File: config.mk
export PLATFORM = sky130hd
export DESIGN_NAME = enemy_snapshot_scanner
export DESIGN_NICKNAME = d
export VERILOG_FILES = /design/src/rtl/enemy_snapshot_scanner.sv
export SDC_FILE = /design/constraint.sdc
export NUM_CORES = 1
export LEC_CHECK = 0
export CAP_MARGIN = 10
export CORE_AREA = 2 2 295 297
export CTS_BUF_LIST = sky130_fd_sc_hd__clkbuf_16
export DETAILED_ROUTE_END_ITERATION = 8
export DIE_AREA = 0 0 297 299
export DONT_BUFFER_PORTS = 1
export MAX_ROUTING_LAYER = met4
export PLACE_DENSITY = 0.31
export SLEW_MARGIN = 20
export SYNTH_ARGS = -nofsm -noshare
export SYNTH_HDL_FRONTEND = slang
export SYNTH_SLANG_ARGS = --single-unit
File: constraint.sdc
create_clock -name clk -period 23.2 [get_ports clk]
set_clock_uncertainty 0.1 [all_clocks]
set_input_delay 4.64 -clock clk [delete_from_list [all_inputs] [get_ports clk]]
set_output_delay 4.64 -clock clk [all_outputs]
set_load 0.05 [all_outputs]
File: src/rtl/enemy_snapshot_scanner.sv
// Enemy-state bridge: a tear-free per-frame shadow of all enemy channels, a registered alive count,
// and a valid/ready scan port streaming alive enemies. Optional on-screen clipping: ENEMY_CLIP_EN.
module enemy_snapshot_scanner #(
    parameter int N_ENEMY = 17,
    parameter int XW      = 10,
    parameter int YW      = 10,
    parameter int SCR_W   = 640,
    parameter int SCR_H   = 480,
    localparam int IW     = (N_ENEMY > 1) ? $clog2(N_ENEMY) : 1,
    localparam int CW     = $clog2(N_ENEMY + 1)
) (
    input  logic                  clk,
    input  logic                  rst,
    input  logic                  frame_tick,
    input  logic [N_ENEMY*XW-1:0] fly_x,
    input  logic [N_ENEMY*YW-1:0] fly_y,
    input  logic [N_ENEMY-1:0]    fly_alive,
    output logic [N_ENEMY*XW-1:0] enemy_x,
    output logic [N_ENEMY*YW-1:0] enemy_y,
    output logic [N_ENEMY-1:0]    enemy_alive,
    output logic [CW-1:0]         alive_count,
    output logic                  snap_done,
    input  logic                  scan_start,
    output logic                  scan_valid,
    input  logic                  scan_ready,
    output logic [IW-1:0]         scan_idx,
    output logic [XW-1:0]         scan_x,
    output logic [YW-1:0]         scan_y,
    output logic                  scan_last,
    output logic                  scan_busy,
    output logic                  scan_done,
    output logic [1:0]            dbg_state
);
    // Scan handshake: an entry transfers on a clock edge where scan_valid && scan_ready; while
    // scan_valid is high and scan_ready low, scan_idx/x/y/last are held; scan_ready is ignored otherwise.
    localparam logic [1:0] S_IDLE = 2'd0;
    localparam logic [1:0] S_SCAN = 2'd1;
    localparam logic [1:0] S_DONE = 2'd2;
    localparam logic [IW:0] PTR_LAST = (IW + 1)'(N_ENEMY - 1);

    if (N_ENEMY < 1 || N_ENEMY > 64 || SCR_W < 1 || SCR_H < 1) begin : g_bad_param
        $error("enemy_snapshot_scanner: parameter out of range");
    end

    logic [1:0]            state_q, state_d;
    logic [IW:0]           ptr_q, ptr_d;
    logic                  pending_q, pending_d;
    logic                  defer_q, defer_d;
    logic                  snap_pend_q;
    logic                  snap_done_q;
    logic [N_ENEMY*XW-1:0] enemy_x_q;
    logic [N_ENEMY*YW-1:0] enemy_y_q;
    logic [N_ENEMY-1:0]    enemy_alive_q, alive_d;
    logic [CW-1:0]         alive_count_q, count_d;
    logic                  snap_take;
    logic                  ptr_in, cur_alive, more_above;
    logic [IW-1:0]         ptr_idx;

    always_comb begin
        state_d    = state_q;
        ptr_d      = ptr_q;
        defer_d    = 1'b0;
        ptr_in     = (ptr_q <= PTR_LAST);
        ptr_idx    = ptr_q[IW-1:0];
        cur_alive  = ptr_in && enemy_alive_q[ptr_idx];
        more_above = 1'b0;
        for (int i = 0; i < N_ENEMY; i++) begin
            if (i > int'(ptr_q) && enemy_alive_q[i]) more_above = 1'b1;
        end
        case (state_q)
            S_IDLE: begin
                // A start coinciding with a tick waits one cycle so it scans the fresh snapshot.
                if (defer_q) begin
                    state_d = S_SCAN;
                    ptr_d   = '0;
                end else if (scan_start && frame_tick) begin
                    defer_d = 1'b1;
                end else if (scan_start) begin
                    state_d = S_SCAN;
                    ptr_d   = '0;
                end
            end
            S_SCAN: begin
                if (!ptr_in) begin
                    state_d = S_DONE;
                end else if (cur_alive) begin
                    if (scan_ready) begin
                        ptr_d = ptr_q + 1'b1;
                        if (!more_above) state_d = S_DONE;
                    end
                end else begin
                    ptr_d = ptr_q + 1'b1;
                    if (ptr_q == PTR_LAST) state_d = S_DONE;
                end
            end
            S_DONE: begin
                state_d = S_IDLE;
                ptr_d   = '0;
            end
            default: begin
                state_d = S_IDLE;
                ptr_d   = '0;
            end
        endcase
    end

    always_comb begin
        snap_take = ((state_q == S_IDLE) && frame_tick && !defer_q) ||
                    ((state_q == S_DONE) && (pending_q || frame_tick));
        pending_d = pending_q;
        if (snap_take) pending_d = 1'b0;
        else if (frame_tick && ((state_q != S_IDLE) || defer_q)) pending_d = 1'b1;
        alive_d = fly_alive;
`ifdef ENEMY_CLIP_EN
        for (int i = 0; i < N_ENEMY; i++) begin
            alive_d[i] = fly_alive[i] && (int'(fly_x[i*XW +: XW]) < SCR_W) &&
                         (int'(fly_y[i*YW +: YW]) < SCR_H);
        end
`endif
        count_d = '0;
        for (int i = 0; i < N_ENEMY; i++) begin
            count_d = count_d + CW'(enemy_alive_q[i]);
        end
    end

    always_ff @(posedge clk or posedge rst) begin
        if (rst) begin
            state_q       <= S_IDLE;
            ptr_q         <= '0;
            pending_q     <= 1'b0;
            defer_q       <= 1'b0;
            snap_pend_q   <= 1'b0;
            snap_done_q   <= 1'b0;
            enemy_x_q     <= '0;
            enemy_y_q     <= '0;
            enemy_alive_q <= '0;
            alive_count_q <= '0;
        end else begin
            state_q     <= state_d;
            ptr_q       <= ptr_d;
            pending_q   <= pending_d;
            defer_q     <= defer_d;
            snap_pend_q <= snap_take;
            snap_done_q <= snap_pend_q;
            if (snap_take) begin
                enemy_x_q     <= fly_x;
                enemy_y_q     <= fly_y;
                enemy_alive_q <= alive_d;
            end
            if (snap_pend_q) alive_count_q <= count_d;
        end
    end

    always_comb begin
        enemy_x     = enemy_x_q;
        enemy_y     = enemy_y_q;
        enemy_alive = enemy_alive_q;
        alive_count = alive_count_q;
        snap_done   = snap_done_q;
        scan_busy   = (state_q != S_IDLE);
        scan_done   = (state_q == S_DONE);
        dbg_state   = state_q;
        scan_valid  = (state_q == S_SCAN) && cur_alive;
        scan_last   = scan_valid && !more_above;
        scan_idx    = scan_valid ? ptr_idx : '0;
        scan_x      = scan_valid ? enemy_x_q[ptr_idx*XW +: XW] : '0;
        scan_y      = scan_valid ? enemy_y_q[ptr_idx*YW +: YW] : '0;
    end
endmodule

==> flow_summary.ini, run 1 <==
[clock_tree]
h-tree-depth = 2
clk_pin_slew_ns = 0.06
clock_sinks = 374
cts_max_path_buffers = 3
clock_latency_ns = 0.58
post_cts_resized = 0
tritoncts = built
clockRootBuffer = clkbuf_16
cts_hold_buffers = 0
cts_made_buffers = 49
post-cts-setup-buffers = 0

[setup_path]
endpoint_kind = output pin
critPathLaunch = ptr_q[1]
cp_max_fo = 40
critical_path_class = reg2out
r2r-start = enemy_alive[9]
cp-start-kind = flop
r2r_slack_ns = 18.75
cp.required_ns = 18.46
reg2reg_depth = 11
cp.arrival_ns = 4.83

[drt]
drtIter0Drc = 528
wire_per_inst_um = 31.3
dr_total_vias = 10400
drc_errors = 0
ant_nets = 0
vias_per_cell = 4.43
drtPass1Iterations = 4
routed_wl_um = 73800

[finish]
fin_nets = 1532
area_growth_pct = 16.7
fillers = 9034
instances_no_fill = 2355
drive_gt1_share_pct = 48.9

[synthesis]
yosysSeqAreaShare_pct = 53.7
syn_area_per_cell_sq_um = 14.9
syn_nets = 1547
synth_top_family_by_area = multiplexers
yosys.area.top_type_share_pct = 53.7
synthAdderAreaFrac_pct = 1.84
synth.distinct_cells = 44
synth-warning-count = 0
yosysMostFrequentCell = mux2_2
synth_simple_gate_area_share_pct = 2.25
async_flop_share_pct = 100
synthTopCellsByCount = 399 x mux2_2, 374 x dfrtp_1, 74 x mux4_2
synth_cells = 1166
post_synth_instance_area_sq_um = 17400
synth_mux_area_share_pct = 36.0
synth_compound_area_share_pct = 3.70
synth-seq-cells = 374
synth_flop_cell = dfrtp_1
yosysTopAreaCell = dfrtp_1
synth_edf_count = 0
yosys-top-cells-area = dfrtp_1 54%, mux2_2 26%, mux4_2 9.6%
synthXorXnorAreaFrac_pct = 0.101

[floorplanning]
core_sq_um = 85900
start_util_pct = 20.3
die_area_sq_um = 88800
row_count = 108
fp.dieH_um = 299
ios = 756
die_w_um = 297

[min_path]
worstHoldPathType = reg2reg
hp-start = pending_q
min_path_cells = 1

[timing]
hold_viol = 0
rsz0062_at_grt = no
finalSetupTns_ns = 0
worstMarginPinSlew_ns = 1.08
maxSlewHeadroom_pct = 27.9
min_period_ns = 9.57
finalCritPeriodShare_pct = 41.2
slew_viol_final = 0
setup_violations = 0
fmax_mhz = 105

[global_route]
grtUsageTotal_pct = 16.6
antenna_found_initial = 16
grt_pass1_wl_um = 101000
grt_max_degree = 153
gr-total-overflow = 0
grt_pass1_vias = 11500

[flow_run]
maxCapViolCount = 0

[placement]
gp_congestion = 0.807
placedCellCount = 2255
io_buffers = 0
post-dp-hpwl_um = 55400

[run_status]
status = finished clean
## final cells by class
cell class	count	area [sq um]	area share [%]
Timing Repair Buffer	14	130	0.640
Clock buffer	50	1250	6.15
Tap cell	1155	1450	7.11
Antenna cell	12	30.0	0.148
Inverter	26	105	0.517
Sequential cell	374	9370	46.1
Clock inverter	38	226	1.11
Multi-Input combinational cell	686	7770	38.2
## metrics by stage
| stage | worst slack (ns) | utilization, % | hold WS (ns) | cell area (sq um) |
|---|---|---|---|---|
| final | 13.63 | 23.7 | 0.382 | 20300 |
| after detailed placement | 13.96 | 21.9 | 0.378 | 18800 |
| after global placement | 14.04 | 21.9 | 0.368 | 18800 |
| after CTS | 13.32 | 23.6 | 0.390 | 20300 |
| after global routing | 13.17 | 23.7 | 0.422 | 20300 |
| after floorplan | 8.07 | - | 0.252 | 17400 |
## flip-flops by register name (all words and copies together), names as in the netlist
name	count
pending_q	1
enemy_y	170
enemy_alive	17
alive_count	5
ptr_q	6
enemy_x	170
dbg_state	2
snap_done	1
defer_q	1
snap_pend_q	1
## layout by cell type, fill, tap and decap left out, types with 3 or more instances in the layout
cell	n
clkinv_2	8
diode_2	12
mux4_2	74
clkinv_1	10
dfrtp_4	3
dfrtp_1	370
buf_4	12
clkbuf_16	50
o21ai_0	16
mux2_2	399
a211oi_2	20
nand3_1	3
inv_1	40
mux2i_1	11
a21o_1	3
nor2_1	19
nand2_1	37
a221oi_1	4
and2_1	3
a21oi_1	10
fa_1	11
ha_1	8
nor3_1	4
o22ai_1	25
nor2b_1	5
nand2b_1	4
## cell families (layout without fill, tap and decap cells)
logic type                 count (synthesis)  after routing
AOI/OAI and AO/OA                         95             95
xor gates and xnor gates                   2              2
adders and majority gates                 19             19
buffers and inverters                    106            128
DFF                                      374            374
muxes                                    484            484
other                                      0             12
and+or+nand+nor                           86             86
## metal layers
layer / global-route usage [%] / vias up / wire (um) / share of wire, %
li1: - / 4348 / - / -
met2: 28.9 / 472 / 39100 / 53
met1: 17.7 / 5514 / 27200 / 37
met3: 5.41 / 100 / 5540 / 7.5
met4: 5.57 / 0 / 1940 / 2.6
met5: - / - / 0 / 0
## worst max-delay path, stage by stage, from the launching register on
cell	delay (ns)
dfrtp_4	0.86
buf_4	0.66
nand2b_1	0.29
a211oi_1	0.08
or4_1	0.66
a31o_4	0.49
inv_1	0.46
and3_1	0.57
## path summary, 6_finish.rpt
kind / to
hold reg to reg: pending_q
max in group asynchronous: ptr_q[1]
min in group asynchronous: enemy_x[74]
hold / removal: pending_q
setup / recovery: scan_last
setup reg to reg: alive_count[3]
Power of run 1 is not shown: default switching activity piles up to over one toggle a cycle in this logic, so the estimate is an artifact.
==> run 2, diff against run 1 <==
Settings changed: PLACE_DENSITY 0.31 to 0.32.
Clock period 23.2 ns to 8.5 ns, I/O delays scaled along.
==> run 2 against run 1 <==
  * Sequential share of layout area about the same
  * Routed wire length down 2.0%
  * First-iteration DRC count down 6.3%
  * Via count about the same
  * Register-to-register slack worse by 15 ns
  * Largest cell class unchanged
==> flow_summary.ini, run 2 (synthesis results as in run 1) <==
[drt]
vias_per_cell = 4.43
wl_met3_um = 5490
drc_errors = 0
wl_met2_um = 39000
wire_per_inst_um = 30.7
drtIter0Drc = 495
dr_total_vias = 10400
drtPass1Iterations = 4
top_layer_used = met4
ant_nets = 0
met1_length_um = 26400
routed_wl_um = 72300

[placement]
gp_congestion = 0.817
io_buffers = 0
post-dp-hpwl_um = 54800

[floorplanning]
start_util_pct = 20.3
die_area_sq_um = 88800
row_count = 108
core_sq_um = 85900
die_w_um = 297
ios = 756
fp.dieH_um = 299

[setup_path]
cp.arrival_ns = 4.68
r2r_slack_ns = 4.11
critical_path_class = reg2out
cpMostUsedCell = buf_4
cp-start-kind = flop
slowest_stage = dfrtp_4
r2r-start = enemy_alive[5]
cp.required_ns = 6.70
crit_family = buffers and inverters
r2r_end = alive_count[1]
endpoint_kind = output pin
critPathLaunch = ptr_q[1]
path_buf_inv = 3
crit_end = scan_last
critPathMaxStageDelay_ns = 0.89
path_depth = 8
cp_max_fo = 40
path_cells = buf_4 > mux4_2 > mux2_2 > nand2_1 > a31o_2 > buf_4 > inv_1 > and3_1
reg2reg_depth = 9

[finish]
area_growth_pct = 16.6
mostFrequentLayoutCell = mux2_2
drive_gt1_share_pct = 48.8
layout_common_cells = 399 x mux2_2, 370 x dfrtp_1, 74 x mux4_2
fin_nets = 1532

[clock_tree]
post_cts_resized = 0
cts_made_buffers = 48
tritoncts = built
clock_latency_ns = 0.58
cts_max_path_buffers = 3
post-cts-setup-buffers = 0
clock_sinks = 374
h-tree-depth = 2
clockRootBuffer = clkbuf_16
clk_pin_slew_ns = 0.06
cts_hold_buffers = 0

[flow_run]
maxCapViolCount = 0

[global_route]
gr-total-overflow = 0
grtUsageTotal_pct = 16.3
grt_pass1_wl_um = 99700
grt_pass1_vias = 11500
antenna_found_initial = 20
grt_max_degree = 154

[timing]
hold_viol = 0
finalCritPeriodShare_pct = 76.2
maxSlewHeadroom_pct = 27.1
min_period_ns = 6.48
fmax_mhz = 154
worstMarginPinSlew_ns = 1.09
slew_viol_final = 0
finalSetupTns_ns = 0
rsz0062_at_grt = no
setup_violations = 0

[run_status]
status = finished clean

[min_path]
worstHoldPathType = reg2reg
==> run 2: cell count changes in the layout (fill, tap and decap cells not counted), sizes merged <==
cell / change
clkinvlp: +1
buf: +1
inv: -3
clkbuf: -1
clkinv: -3
diode: +7
==> run 2: worst min path at each step <==
stage                            to         from  slack (ns)  cells after the start
after floorplan           snap_done  snap_pend_q        0.25                      0
after global placement    pending_q    pending_q        0.37                      1
after detailed placement  pending_q    pending_q        0.37                      1
after CTS                 pending_q    pending_q        0.38                      1
after global routing      pending_q    pending_q        0.40                      1
final                     pending_q    pending_q        0.38                      1
==> run 2: metrics by stage <==
step	cell area, sq um	hold slack, ns	worst slack [ns]	std cells	utilization, %
floorplan	17400	0.252	1.68	1166	-
global placement	18800	0.367	2.41	2256	21.9
detailed placement	18800	0.370	2.43	2256	21.9
CTS	20300	0.382	1.78	2338	23.6
global route	20300	0.402	1.79	2356	23.6
finish	20300	0.381	2.02	2357	23.6
==> run 2: layout make-up <==
type                       instances  area [sq um]
clock buffer                      49          1230
clock inverter                    33           206
multi-input combinational        686          7760
inverter                          26           101
timing repair buffer              15           163
sequential                       374          9370
tap                             1155          1450
fill                            9044         65600
antenna                           19          47.5
==> run 2: worst register-to-register path: stages (launching register included) <==
cell and delay (ns):
dfrtp_1 0.75, inv_1 0.20, fa_1 0.59, fa_1 0.45, fa_1 0.50, fa_1 0.51
inv_1 0.05, fa_1 0.42, fa_1 0.45, mux2_2 0.27
==> run 2: routing by layer <==
| layer | global-route usage [%] | vias up |
|---|---|---|
| li1 | - | 4372 |
| met1 | 17.4 | 5516 |
| met2 | 28.8 | 466 |
| met3 | 5.26 | 81 |
| met4 | 4.76 | 0 |
| met5 | - | - |
Power of run 2 is left out for the same reason.
